<file path="config.mk">
export PLATFORM = sky130hd
export DESIGN_NAME = branch_resolution_tracker_flat
export DESIGN_NICKNAME = d
export VERILOG_FILES = /design/src/rtl/branch_resolution_tracker_if.sv /design/src/rtl/branch_resolution_tracker.sv /design/src/flat_wrapper.sv
export SDC_FILE = /design/constraint.sdc
export NUM_CORES = 1
export LEC_CHECK = 0
export BUFFER_PORTS_ARGS = -buffer_cell sky130_fd_sc_hd__buf_2
export CELL_PAD_IN_SITES_DETAIL_PLACEMENT = 2
export CELL_PAD_IN_SITES_GLOBAL_PLACEMENT = 2
export CORE_MARGIN = 10
export CORE_UTILIZATION = 35
export DETAILED_ROUTE_END_ITERATION = 10
export PLACE_DENSITY_LB_ADDON = 0.1
export SLEW_MARGIN = 20
export SYNTH_ARGS = -nofsm -noshare
export SYNTH_HDL_FRONTEND = slang
export SYNTH_SLANG_ARGS = --single-unit
</file>
<file path="constraint.sdc">
create_clock -name CLK -period 3 [get_ports CLK]
set_input_delay 0.3 -clock CLK [delete_from_list [all_inputs] [get_ports CLK]]
set_output_delay 0.3 -clock CLK [all_outputs]
set_load 0.02 [all_outputs]
</file>
<file path="src/rtl/branch_resolution_tracker_if.sv">
// Fetch/execute/predictor-update signal bundle for branch_resolution_tracker.
// The master side drives fetch and resolve requests; the slave side is the tracker.
interface branch_resolution_tracker_if #(
    parameter int DEPTH     = 4,
    parameter int WORD_SIZE = 32
);
    logic                       fetch_valid;
    logic                       fetch_ready;
    logic [WORD_SIZE-1:0]       fetch_pc;
    logic                       fetch_pred_taken;
    logic [WORD_SIZE-1:0]       fetch_pred_target;
    logic                       ex_resolve_valid;
    logic [WORD_SIZE-1:0]       ex_pc;
    logic                       ex_taken;
    logic [WORD_SIZE-1:0]       ex_target;
    logic                       flush_in;
    logic                       mispredict;
    logic [WORD_SIZE-1:0]       redirect_pc;
    logic                       update_valid;
    logic [WORD_SIZE-1:0]       update_pc;
    logic                       update_taken;
    logic [WORD_SIZE-1:0]       update_target;
    logic                       protocol_err;
    logic [$clog2(DEPTH):0]     occupancy;

    modport master (
        output fetch_valid, fetch_pc, fetch_pred_taken, fetch_pred_target,
        output ex_resolve_valid, ex_pc, ex_taken, ex_target, flush_in,
        input  fetch_ready, mispredict, redirect_pc, update_valid, update_pc,
        input  update_taken, update_target, protocol_err, occupancy
    );

    modport slave (
        input  fetch_valid, fetch_pc, fetch_pred_taken, fetch_pred_target,
        input  ex_resolve_valid, ex_pc, ex_taken, ex_target, flush_in,
        output fetch_ready, mispredict, redirect_pc, update_valid, update_pc,
        output update_taken, update_target, protocol_err, occupancy
    );
endinterface

</file>
<file path="src/rtl/branch_resolution_tracker.sv">
// In-order record of fetch-time branch predictions, checked against execute resolutions.
// Define BR_RESOLVE_PERF_EN to add saturating branch_count / mispredict_count outputs.
module branch_resolution_tracker #(
    parameter int DEPTH     = 4,
    parameter int WORD_SIZE = 32
) (
    input  logic                         CLK,
    input  logic                         nRST,
    branch_resolution_tracker_if.slave   bus
`ifdef BR_RESOLVE_PERF_EN
    ,
    output logic [31:0]                  branch_count,
    output logic [31:0]                  mispredict_count
`endif
);
    localparam int PW = $clog2(DEPTH);
    localparam int CW = PW + 1;

    typedef struct packed {
        logic [WORD_SIZE-1:0] pc;
        logic                 pred_taken;
        logic [WORD_SIZE-1:0] pred_target;
    } rec_t;

    rec_t                 mem_q [DEPTH];
    rec_t                 mem_d [DEPTH];
    logic [PW-1:0]        head_q, head_d, tail_q, tail_d;
    logic [CW-1:0]        count_q, count_d;
    logic                 mispredict_q, mispredict_d;
    logic [WORD_SIZE-1:0] redirect_pc_q, redirect_pc_d;
    logic                 update_valid_q, update_valid_d;
    logic [WORD_SIZE-1:0] update_pc_q, update_pc_d;
    logic                 update_taken_q, update_taken_d;
    logic [WORD_SIZE-1:0] update_target_q, update_target_d;
    logic                 protocol_err_q, protocol_err_d;

    logic                 fetch_ready_s;
    logic                 push_s, resolve_s, pop_s, mis_s;
    rec_t                 head_rec_s;

    assign fetch_ready_s = (count_q < CW'(DEPTH));
    assign head_rec_s    = mem_q[head_q];

    // Decode this cycle's events; flush outranks resolve, which outranks push.
    always_comb begin
        resolve_s = bus.ex_resolve_valid && !bus.flush_in;
        pop_s     = resolve_s && (count_q != CW'(0));
        push_s    = bus.fetch_valid && fetch_ready_s && !bus.flush_in;
        if (pop_s) begin
            mis_s = (head_rec_s.pred_taken != bus.ex_taken) ||
                    (bus.ex_taken && (head_rec_s.pred_target != bus.ex_target)) ||
                    (head_rec_s.pc != bus.ex_pc);
        end else begin
            mis_s = 1'b0;
        end
    end

    // Next-state for FIFO bookkeeping and the registered resolve outputs.
    always_comb begin
        mem_d           = mem_q;
        head_d          = head_q;
        tail_d          = tail_q;
        count_d         = count_q;
        mispredict_d    = 1'b0;
        update_valid_d  = 1'b0;
        protocol_err_d  = 1'b0;
        redirect_pc_d   = redirect_pc_q;
        update_pc_d     = update_pc_q;
        update_taken_d  = update_taken_q;
        update_target_d = update_target_q;

        if (bus.flush_in || mis_s) begin
            // Everything younger than a mispredicted branch is wrong-path.
            head_d  = {PW{1'b0}};
            tail_d  = {PW{1'b0}};
            count_d = {CW{1'b0}};
        end else begin
            if (push_s) begin
                mem_d[tail_q] = '{pc: bus.fetch_pc, pred_taken: bus.fetch_pred_taken,
                                  pred_target: bus.fetch_pred_target};
                tail_d = tail_q + PW'(1);
            end else begin
                tail_d = tail_q;
            end
            if (pop_s) begin
                head_d = head_q + PW'(1);
            end else begin
                head_d = head_q;
            end
            case ({push_s, pop_s})
                2'b10:   count_d = count_q + CW'(1);
                2'b01:   count_d = count_q - CW'(1);
                default: count_d = count_q;
            endcase
        end

        if (pop_s) begin
            update_valid_d  = 1'b1;
            update_pc_d     = bus.ex_pc;
            update_taken_d  = bus.ex_taken;
            update_target_d = bus.ex_target;
            mispredict_d    = mis_s;
            redirect_pc_d   = bus.ex_taken ? bus.ex_target : (bus.ex_pc + WORD_SIZE'(4));
        end else begin
            protocol_err_d = resolve_s;
        end
    end

    // State and output registers.
    always_ff @(posedge CLK or negedge nRST) begin
        if (!nRST) begin
            for (int i = 0; i < DEPTH; i++) begin
                mem_q[i] <= '0;
            end
            head_q          <= {PW{1'b0}};
            tail_q          <= {PW{1'b0}};
            count_q         <= {CW{1'b0}};
            mispredict_q    <= 1'b0;
            redirect_pc_q   <= {WORD_SIZE{1'b0}};
            update_valid_q  <= 1'b0;
            update_pc_q     <= {WORD_SIZE{1'b0}};
            update_taken_q  <= 1'b0;
            update_target_q <= {WORD_SIZE{1'b0}};
            protocol_err_q  <= 1'b0;
        end else begin
            mem_q           <= mem_d;
            head_q          <= head_d;
            tail_q          <= tail_d;
            count_q         <= count_d;
            mispredict_q    <= mispredict_d;
            redirect_pc_q   <= redirect_pc_d;
            update_valid_q  <= update_valid_d;
            update_pc_q     <= update_pc_d;
            update_taken_q  <= update_taken_d;
            update_target_q <= update_target_d;
            protocol_err_q  <= protocol_err_d;
        end
    end

    assign bus.fetch_ready   = fetch_ready_s;
    assign bus.occupancy     = count_q;
    assign bus.mispredict    = mispredict_q;
    assign bus.redirect_pc   = redirect_pc_q;
    assign bus.update_valid  = update_valid_q;
    assign bus.update_pc     = update_pc_q;
    assign bus.update_taken  = update_taken_q;
    assign bus.update_target = update_target_q;
    assign bus.protocol_err  = protocol_err_q;

`ifdef BR_RESOLVE_PERF_EN
    logic [31:0] branch_count_q, branch_count_d;
    logic [31:0] mispredict_count_q, mispredict_count_d;

    // Saturating event counters, stepped on the same edge that raises the pulses.
    always_comb begin
        if (pop_s && (branch_count_q != 32'hFFFF_FFFF)) begin
            branch_count_d = branch_count_q + 32'd1;
        end else begin
            branch_count_d = branch_count_q;
        end
        if (mis_s && (mispredict_count_q != 32'hFFFF_FFFF)) begin
            mispredict_count_d = mispredict_count_q + 32'd1;
        end else begin
            mispredict_count_d = mispredict_count_q;
        end
    end

    // Counter registers.
    always_ff @(posedge CLK or negedge nRST) begin
        if (!nRST) begin
            branch_count_q     <= 32'd0;
            mispredict_count_q <= 32'd0;
        end else begin
            branch_count_q     <= branch_count_d;
            mispredict_count_q <= mispredict_count_d;
        end
    end

    assign branch_count     = branch_count_q;
    assign mispredict_count = mispredict_count_q;
`endif
endmodule
</file>
<file path="src/flat_wrapper.sv">
// flat-port wrapper written by rule: the top's interface ports become plain ports
module branch_resolution_tracker_flat 
#(
    parameter int DEPTH     = 4,
    parameter int WORD_SIZE = 32
)
  (CLK, nRST, bus_fetch_valid, bus_fetch_pc, bus_fetch_pred_taken, bus_fetch_pred_target, bus_ex_resolve_valid, bus_ex_pc, bus_ex_taken, bus_ex_target, bus_flush_in, bus_fetch_ready, bus_mispredict, bus_redirect_pc, bus_update_valid, bus_update_pc, bus_update_taken, bus_update_target, bus_protocol_err, bus_occupancy);
  branch_resolution_tracker_if #(.DEPTH(DEPTH), .WORD_SIZE(WORD_SIZE)) bus_i ();
  input  logic CLK;
  input  logic nRST;
  input wire logic [$bits(bus_i.fetch_valid)-1:0] bus_fetch_valid;
  input wire logic [$bits(bus_i.fetch_pc)-1:0] bus_fetch_pc;
  input wire logic [$bits(bus_i.fetch_pred_taken)-1:0] bus_fetch_pred_taken;
  input wire logic [$bits(bus_i.fetch_pred_target)-1:0] bus_fetch_pred_target;
  input wire logic [$bits(bus_i.ex_resolve_valid)-1:0] bus_ex_resolve_valid;
  input wire logic [$bits(bus_i.ex_pc)-1:0] bus_ex_pc;
  input wire logic [$bits(bus_i.ex_taken)-1:0] bus_ex_taken;
  input wire logic [$bits(bus_i.ex_target)-1:0] bus_ex_target;
  input wire logic [$bits(bus_i.flush_in)-1:0] bus_flush_in;
  output wire logic [$bits(bus_i.fetch_ready)-1:0] bus_fetch_ready;
  output wire logic [$bits(bus_i.mispredict)-1:0] bus_mispredict;
  output wire logic [$bits(bus_i.redirect_pc)-1:0] bus_redirect_pc;
  output wire logic [$bits(bus_i.update_valid)-1:0] bus_update_valid;
  output wire logic [$bits(bus_i.update_pc)-1:0] bus_update_pc;
  output wire logic [$bits(bus_i.update_taken)-1:0] bus_update_taken;
  output wire logic [$bits(bus_i.update_target)-1:0] bus_update_target;
  output wire logic [$bits(bus_i.protocol_err)-1:0] bus_protocol_err;
  output wire logic [$bits(bus_i.occupancy)-1:0] bus_occupancy;
  assign bus_i.fetch_valid = bus_fetch_valid;
  assign bus_i.fetch_pc = bus_fetch_pc;
  assign bus_i.fetch_pred_taken = bus_fetch_pred_taken;
  assign bus_i.fetch_pred_target = bus_fetch_pred_target;
  assign bus_i.ex_resolve_valid = bus_ex_resolve_valid;
  assign bus_i.ex_pc = bus_ex_pc;
  assign bus_i.ex_taken = bus_ex_taken;
  assign bus_i.ex_target = bus_ex_target;
  assign bus_i.flush_in = bus_flush_in;
  assign bus_fetch_ready = bus_i.fetch_ready;
  assign bus_mispredict = bus_i.mispredict;
  assign bus_redirect_pc = bus_i.redirect_pc;
  assign bus_update_valid = bus_i.update_valid;
  assign bus_update_pc = bus_i.update_pc;
  assign bus_update_taken = bus_i.update_taken;
  assign bus_update_target = bus_i.update_target;
  assign bus_protocol_err = bus_i.protocol_err;
  assign bus_occupancy = bus_i.occupancy;
  branch_resolution_tracker #(.DEPTH(DEPTH), .WORD_SIZE(WORD_SIZE)) u_core (.CLK(CLK), .nRST(nRST), .bus(bus_i));
endmodule
</file>
==> results of run 1 <==
## state kept, by name, indices dropped and copies added (netlist names)
signal / flops
u_core.bus.mispredict: 1
u_core.bus.occupancy: 3
u_core.bus.protocol_err: 1
u_core.bus.redirect_pc: 32
u_core.bus.update_pc: 32
u_core.bus.update_taken: 1
u_core.bus.update_target: 32
u_core.bus.update_valid: 1
u_core.head_q: 2
u_core.mem_q: 260
u_core.tail_q: 2
## layout make-up
type                       count  share of cell area, %
timing repair buffer         396                  14.74
inverter                       8                 0.1466
multi-input combinational    885                  34.21
clock buffer                  60                  5.503
antenna                        1                0.01128
tap                          615                  3.468
sequential                   367                  41.42
clock inverter                14                 0.5074
## through the flow
step	TNS (ps)	power, mW
2_1_floorplan	0	11.46
3_3_place_gp	-165380	13.54
3_5_place_dp	-186880	13.83
4_1_cts	-126530	19.15
5_1_grt	-172890	20.34
6_report	-143190	19.27
## power breakdown
part	internal (mW)	switching (mW)
Sequential	6.96	1.15
Combinational	2.76	3.31
Clock	2.92	2.17
## worst register-to-register path: stages (launching register included)
cell       delay, ps
dfrtp_4          540
buf_6            160
clkbuf_16        160
buf_4            150
mux4_2           500
xor2_1           180
nor4_1           350
nand3_2          180
o31ai_4          300
buf_6            170
nand3_4          100
buf_12           180
clkbuf_16        210
mux2_2           290
## final timing paths
| kind | start | endpoint | slack (ps) | cells after the start |
|---|---|---|---|---|
| worst max-delay path | u_core.head_q[0]$_DFFE_PN0P_ | u_core.mem_q[149]$_DFFE_PN0P_ | -620 | 13 |
| worst min-delay path | bus_fetch_pred_target[2] | u_core.mem_q[2]$_DFFE_PN0P_ | 5 | 2 |
| worst max register to register | u_core.head_q[0]$_DFFE_PN0P_ | u_core.mem_q[149]$_DFFE_PN0P_ | -620 | 13 |
| worst min register to register | u_core.bus.update_target[24]$_DFFE_PN0P_ | u_core.bus.update_target[24]$_DFFE_PN0P_ | 470 | 2 |
| max in group asynchronous | nRST | u_core.bus.redirect_pc[15]$_DFFE_PN0P_ | 1780 | 3 |
| min in group asynchronous | nRST | u_core.bus.update_pc[20]$_DFFE_PN0P_ | 330 | 2 |
## routing by layer
metal	track usage [%]	up-vias	routed length (µm)
li1	-	5399	-
met1	29.26	6507	29930
met2	34.55	278	31890
met3	3.502	59	3441
met4	4.515	0	965
met5	0	-	0
## placed cells by master (no fill, tap or decap), types with 2 or more instances in the layout
cell / Yosys / final
buf_8: 0 / 4
and2_1: 3 / 3
mux4_2: 52 / 52
buf_2: 9 / 237
dfrtp_1: 367 / 365
a21oi_1: 26 / 25
xnor2_2: 0 / 6
inv_1: 8 / 6
buf_4: 7 / 64
nand3_1: 16 / 11
buf_6: 22 / 10
xor2_2: 0 / 2
nor2_4: 0 / 4
xor2_1: 57 / 55
o21ai_0: 36 / 36
clkbuf_8: 0 / 6
nand2_1: 256 / 255
buf_12: 0 / 23
clkinv_2: 0 / 10
mux2_2: 262 / 262
buf_16: 0 / 12
nor3_1: 4 / 4
or3_1: 4 / 4
nor2_1: 32 / 27
nor4_4: 0 / 2
mux2i_1: 36 / 36
ha_1: 5 / 5
o211ai_1: 4 / 4
clkbuf_1: 46 / 10
clkbuf_16: 0 / 56
and3_1: 6 / 6
nor4_1: 8 / 5
xnor2_1: 43 / 37
nand3_4: 0 / 4
dfrtp_4: 0 / 2
dlygate4sd3_1: 0 / 34
nand4_1: 20 / 20
## what timing repair did
item                                    4_1_cts  5_1_grt
setup buffers                                 7       19
pin swaps                                     4       10
cloned                                        9       18
gates resized for setup                      36       46
endpoints found under the setup margin      268      268
hold endpoints to repair                    150        0
hold buffers                                 34        0
## cells by family after synthesis
group           synth area share (%)
compound gates                 2.563
xor+xnor                       5.125
fa+ha+maj                     0.4832
buf+inv                        3.273
flops                          53.74
mux                            26.23
simple gates                   8.589
==> flow_metrics.env, run 1 <==
export IMPL_outcome="finished, violations left"
export IMPL_failed_checks="setup timing"
export IMPL_fin_hold_ws_ps=4.583
export IMPL_drive_gt1_share_pct=44.62
export IMPL_synth_edff_count=0
export IMPL_rsz0062_at_grt="true"
export IMPL_drtPass1Iterations=5
export IMPL_clk_pin_slew_ps=60
export IMPL_cts_buffers=43
export IMPL_worst_ep_required_time_ps=3450
export IMPL_clock_sink_count=367
export IMPL_path_class="reg2reg"
export IMPL_crit_path_cell_trace="buf_6 > clkbuf_16 > buf_4 > mux4_2 > xor2_1 > nor4_1 > nand3_2 > o31ai_4 > buf_6 > nand3_4 > buf_12 > clkbuf_16 > mux2_2"
export IMPL_chipHeight_um=241.0
export IMPL_synthesis_area_mm2=0.01709
export IMPL_synth_most_common_cell="dfrtp_1"
export IMPL_root_buffer="clkbuf_16"
export IMPL_rows=80
export IMPL_grt_overflow=0
export IMPL_yosysTopAreaCellShare_pct=53.74
export IMPL_seqCellArea_mm2=0.009191
export IMPL_cp_num_buf_inv=6
export IMPL_grt_usage_pct=21.23
export IMPL_multiInputGateArea_mm2=0.007591
export IMPL_min_period_ps=3616
export IMPL_synthTopCellsByArea="dfrtp_1, mux2_2, mux4_2, nand2_1, xor2_1"
export IMPL_ys_seq_area_share_pct=53.74
export IMPL_vias_per_cell=5.219
export IMPL_num_io_pins=239
export IMPL_hp_class="in2reg"
export IMPL_critPathSlowestCell="dfrtp_4"
export IMPL_syn_inst=1347
export IMPL_synth_fp_nets=1488
export IMPL_worstPathArrival_ps=4060
export IMPL_synth_largest_area_cell="dfrtp_1"
export IMPL_slew_headroom_pct=48.56
export IMPL_critical_path_endpoint_type="flip-flop"
export IMPL_setup_violations=268
export IMPL_critPathMaxStageDelay_ps=540
export IMPL_grt_pass1_wl_mm=91.06
export IMPL_place_ws_ps=-739.0
export IMPL_finalHoldViolCount=0
export IMPL_leakagePower_nw=10.37
export IMPL_clock_path_buffers=3
export IMPL_cts_tree="done"
export IMPL_p_per_area_mw_per_mm2=868.2
export IMPL_nNetsFinal=1842
export IMPL_synth_ff_type="dfrtp_1"
export IMPL_antenna_left=0
export IMPL_period_share_pct=120.5
export IMPL_placed_cell_area_mm2=0.01930
export IMPL_finClkSkew_ps=30.61
export IMPL_maxCapViolCount=0
export IMPL_post_drt_wl_per_cell_um=28.23
export IMPL_tightest_slew_ps=771.5
export IMPL_drt_total_wl_mm=66.22
export IMPL_antenna_found_initial=3
export IMPL_syn_to_final_growth_pct=29.86
export IMPL_dieArea_mm2=0.05806
export IMPL_finalInstanceArea_mm2=0.02219
export IMPL_fin_cells=2346
export IMPL_peakVddDrop_v=0.0003830
export IMPL_ys_seq_elements=367
export IMPL_post_route_util_pct=46.19
export IMPL_synthArstFlopShare_pct=100.0
export IMPL_grt_max_degree=127
export IMPL_yosysWarnings=0
export IMPL_crit_fanout=12
export IMPL_die_w_um=241.0
export IMPL_drt_drc_violations_left=0
export IMPL_setup_slack_ps=-616.2
export IMPL_io_buffers=238
export IMPL_cp_start_kind="flip-flop"
export IMPL_timing_final_max_slew_violations=0
export IMPL_worstSkewPairLatency_ps=590
export IMPL_vias=12240
export IMPL_max_freq_mhz=276.5
export IMPL_grt_pass1_vias=13520
export IMPL_globalplace_congestion=0.7789
export IMPL_critical_path_top_delay_family="buffers and inverters"
export IMPL_fill_cells=4739
export IMPL_first_iter_violations=703
export IMPL_cts_max_level=2
export IMPL_syn_avg_cell_area_um2=12.69
export IMPL_placedCellCount=2185
export IMPL_synth_common_cells="dfrtp_1, mux2_2, nand2_1"
export IMPL_core_area_mm2=0.04805
export IMPL_initial_core_util_pct=35.57
export IMPL_hpwl_mm=42.36
export IMPL_yosysUniqueCellTypes=40
Power figures use the tool's default switching activity.
==> inputs of run 2 (changes only) <==
--- a/config.mk
+++ b/config.mk
@@ -5,13 +5,15 @@
 export SDC_FILE = /design/constraint.sdc
 export NUM_CORES = 1
 export LEC_CHECK = 0
+export ABC_AREA = 1
 export BUFFER_PORTS_ARGS = -buffer_cell sky130_fd_sc_hd__buf_2
 export CELL_PAD_IN_SITES_DETAIL_PLACEMENT = 2
 export CELL_PAD_IN_SITES_GLOBAL_PLACEMENT = 2
 export CORE_MARGIN = 10
-export CORE_UTILIZATION = 35
+export CORE_UTILIZATION = 31
 export DETAILED_ROUTE_END_ITERATION = 10
 export PLACE_DENSITY_LB_ADDON = 0.1
+export SKIP_LAST_GASP = 1
 export SLEW_MARGIN = 20
 export SYNTH_ARGS = -nofsm -noshare
 export SYNTH_HDL_FRONTEND = slang
==> constraint.sdc (replaced) <==
create_clock -name CLK -period 2.9 [get_ports CLK]
set_input_delay 0.29 -clock CLK [delete_from_list [all_inputs] [get_ports CLK]]
set_output_delay 0.29 -clock CLK [all_outputs]
set_load 0.02 [all_outputs]
==> flow_metrics.env, run 2 <==
export IMPL_yosysUniqueCellTypes=28
export IMPL_cts_buffers=44
export IMPL_synthTopCellsByArea="dfrtp_1, nand2_1, nand4_1, nand3_1, xor2_1"
export IMPL_synth_simple_area_share_pct=37.99
export IMPL_maxCapViolCount=0
export IMPL_timing_final_max_slew_violations=0
export IMPL_synth_most_common_cell="nand2_1"
export IMPL_antenna_left=0
export IMPL_synth_largest_area_cell="dfrtp_1"
export IMPL_setup_violations=264
export IMPL_tightest_slew_ps=822.1
export IMPL_worstSkewPairLatency_ps=610
export IMPL_drive_gt1_share_pct=23.54
export IMPL_p_per_area_mw_per_mm2=937.2
export IMPL_worstPathArrival_ps=3700
export IMPL_finClkSkew_ps=22.90
export IMPL_io_buffers=238
export IMPL_finalHoldViolCount=0
export IMPL_antenna_found_initial=2
export IMPL_grt_overflow=0
export IMPL_outcome="finished, violations left"
export IMPL_synthesis_area_mm2=0.01842
export IMPL_wl_met2_mm=45.22
export IMPL_clk_pin_slew_ps=60
export IMPL_regMostFlops="u_core.mem_q"
export IMPL_syn_to_final_growth_pct=36.54
export IMPL_place_ws_ps=-653.7
export IMPL_synth_fp_nets=2550
export IMPL_ys_seq_elements=367
export IMPL_hpwl_mm=59.01
export IMPL_wl_met1_mm=42.26
export IMPL_max_freq_mhz=314.8
export IMPL_vias=19580
export IMPL_root_buffer="clkbuf_16"
export IMPL_yosysTopAreaCellShare_pct=49.85
export IMPL_grt_usage_pct=25.63
export IMPL_top_layer_used="met5"
export IMPL_grt_pass1_wl_mm=137.8
export IMPL_worst_ep_required_time_ps=3420
export IMPL_final_common_cell="nand2_1"
export IMPL_synth_top_family_by_area="simple AND/OR/NAND/NOR gates"
export IMPL_synthArstFlopShare_pct=100.0
export IMPL_post_drt_wl_per_cell_um=27.00
export IMPL_route_met3_wl_mm=5.135
export IMPL_core_area_mm2=0.05891
export IMPL_drtPass1Iterations=5
export IMPL_synth_adder_area_share_pct=0.4482
export IMPL_grt_max_degree=127
export IMPL_chipHeight_um=263.8
export IMPL_largest_reg_flops=260
export IMPL_cts_max_level=2
export IMPL_synth_xor_area_share_pct=2.377
export IMPL_synth_compound_area_share_pct=3.470
export IMPL_nNetsFinal=2876
export IMPL_vias_per_cell=5.534
export IMPL_crit_fanout=7
export IMPL_clock_sink_count=367
export IMPL_synthMuxAreaShare_pct=0.05433
export IMPL_synth_edff_count=0
export IMPL_syn_avg_cell_area_um2=7.648
export IMPL_min_period_ps=3177
export IMPL_yosysWarnings=0
export IMPL_path_class="reg2reg"
export IMPL_rsz0062_at_grt="true"
export IMPL_die_w_um=263.8
export IMPL_slew_headroom_pct=45.19
export IMPL_drt_total_wl_mm=95.54
export IMPL_drt_drc_violations_left=0
export IMPL_layout_common_cells="nand2_1, dfrtp_1, nand4_1, buf_2, nand3_1"
export IMPL_period_share_pct=109.5
export IMPL_num_io_pins=239
export IMPL_first_iter_violations=1524
export IMPL_rows=89
export IMPL_setup_slack_ps=-276.9
export IMPL_globalplace_congestion=0.8280
export IMPL_fin_setup_tns_ps=-48900
export IMPL_leakagePower_nw=12.86
export IMPL_cp_start_kind="flip-flop"
export IMPL_clock_path_buffers=3
export IMPL_critical_path_endpoint_type="flip-flop"
export IMPL_failed_checks="setup timing"
export IMPL_fin_cells=3539
export IMPL_syn_inst=2409
export IMPL_grt_pass1_vias=21170
export IMPL_cts_tree="done"
export IMPL_hp_class="in2reg"
export IMPL_ys_seq_area_share_pct=49.85
export IMPL_synth_common_cells="nand2_1, dfrtp_1, nand4_1"
export IMPL_peakVddDrop_v=0.0004438
export IMPL_dieArea_mm2=0.06958
export IMPL_placedCellCount=3347
export IMPL_synth_ff_type="dfrtp_1"
export IMPL_initial_core_util_pct=31.28
export IMPL_fin_hold_ws_ps=5.758
## run 2: layout make-up
cell class                      instances  area [µm²]
Fill cell                            6491       33750
Sequential cell                       367        9189
Multi-Input combinational cell       1791        9026
Timing Repair Buffer                  456        4204
Clock buffer                           69        1326
Tap cell                              773       967.2
Inverter                               73       312.8
Clock inverter                          7       92.59
Timing Repair inverter                  2       36.28
Antenna cell                            1       2.502
## run 2: final timing paths
check / start / end / slack [ps] / cells past startpoint
min in group asynchronous: nRST / u_core.mem_q[2]$_DFFE_PN0P_ / 250 / 2
max reg2reg: u_core.head_q[0]$_DFFE_PN0P_ / u_core.mem_q[51]$_DFFE_PN0P_ / -280 / 20
min reg2reg: u_core.mem_q[213]$_DFFE_PN0P_ / u_core.mem_q[213]$_DFFE_PN0P_ / 470 / 2
max: u_core.head_q[0]$_DFFE_PN0P_ / u_core.mem_q[51]$_DFFE_PN0P_ / -280 / 20
min: bus_fetch_pred_target[23] / u_core.mem_q[218]$_DFFE_PN0P_ / 6 / 3
max in group asynchronous: nRST / u_core.mem_q[45]$_DFFE_PN0P_ / 1650 / 3
## run 2: worst max-delay path: stages (launching register included)
cell and delay [ps]:
dfrtp_4 530, buf_12 160, bufbuf_16 270, nand2_1 90, nand3_2 140, nand3_1 120, nand2_1 80, inv_1 70
nand2_1 60, nor2_2 140, nand3_2 170, nor2_2 150, nand2_1 80, nand2_2 90, nand2_4 100, nand2_8 140
buf_4 160, buf_12 150, buf_8 130, nand4_1 90, nand2_1 150
## run 2: repair_timing
| action | CTS | global route |
|---|---|---|
| cloned | 19 | 15 |
| endpoints found under the setup margin | 268 | 268 |
| hold buffers | 44 | 0 |
| gates resized for setup | 120 | 156 |
| setup buffers | 24 | 14 |
| pin swaps | 20 | 44 |
| endpoints found under the hold margin | 177 | 0 |
## run 2: through the flow
step	area, µm²	util (%)	power (mW)
2_1_floorplan	18420	-	12.97
3_3_place_gp	21060	35.75	16.00
3_5_place_dp	21060	35.75	16.45
4_1_cts	24130	40.96	22.81
5_1_grt	25150	42.70	25.02
6_report	25160	42.71	23.58
## run 2: cell families (layout without fill, tap and decap cells)
logic type      Yosys count  after routing
fa+ha+maj                 6              6
xor+xnor                 50             50
other cells               0              1
mux                       1              1
buf+inv                 252            607
compound gates          116            116
flops                   367            367
simple gates           1617           1618
## run 2: layer usage
layer,track usage [%],vias up
li1,-,8638
met1,33.88,10250
met2,41.67,537
met3,4.761,158
met4,8.232,2
met5,0,-
## run 2: power breakdown
part	internal, mW	leakage [nW]	switching (mW)	total (mW)
registers	7.33	4.70	1.54	8.87
logic	3.20	7.46	5.83	9.03
clock network	3.30	0.698	2.38	5.68
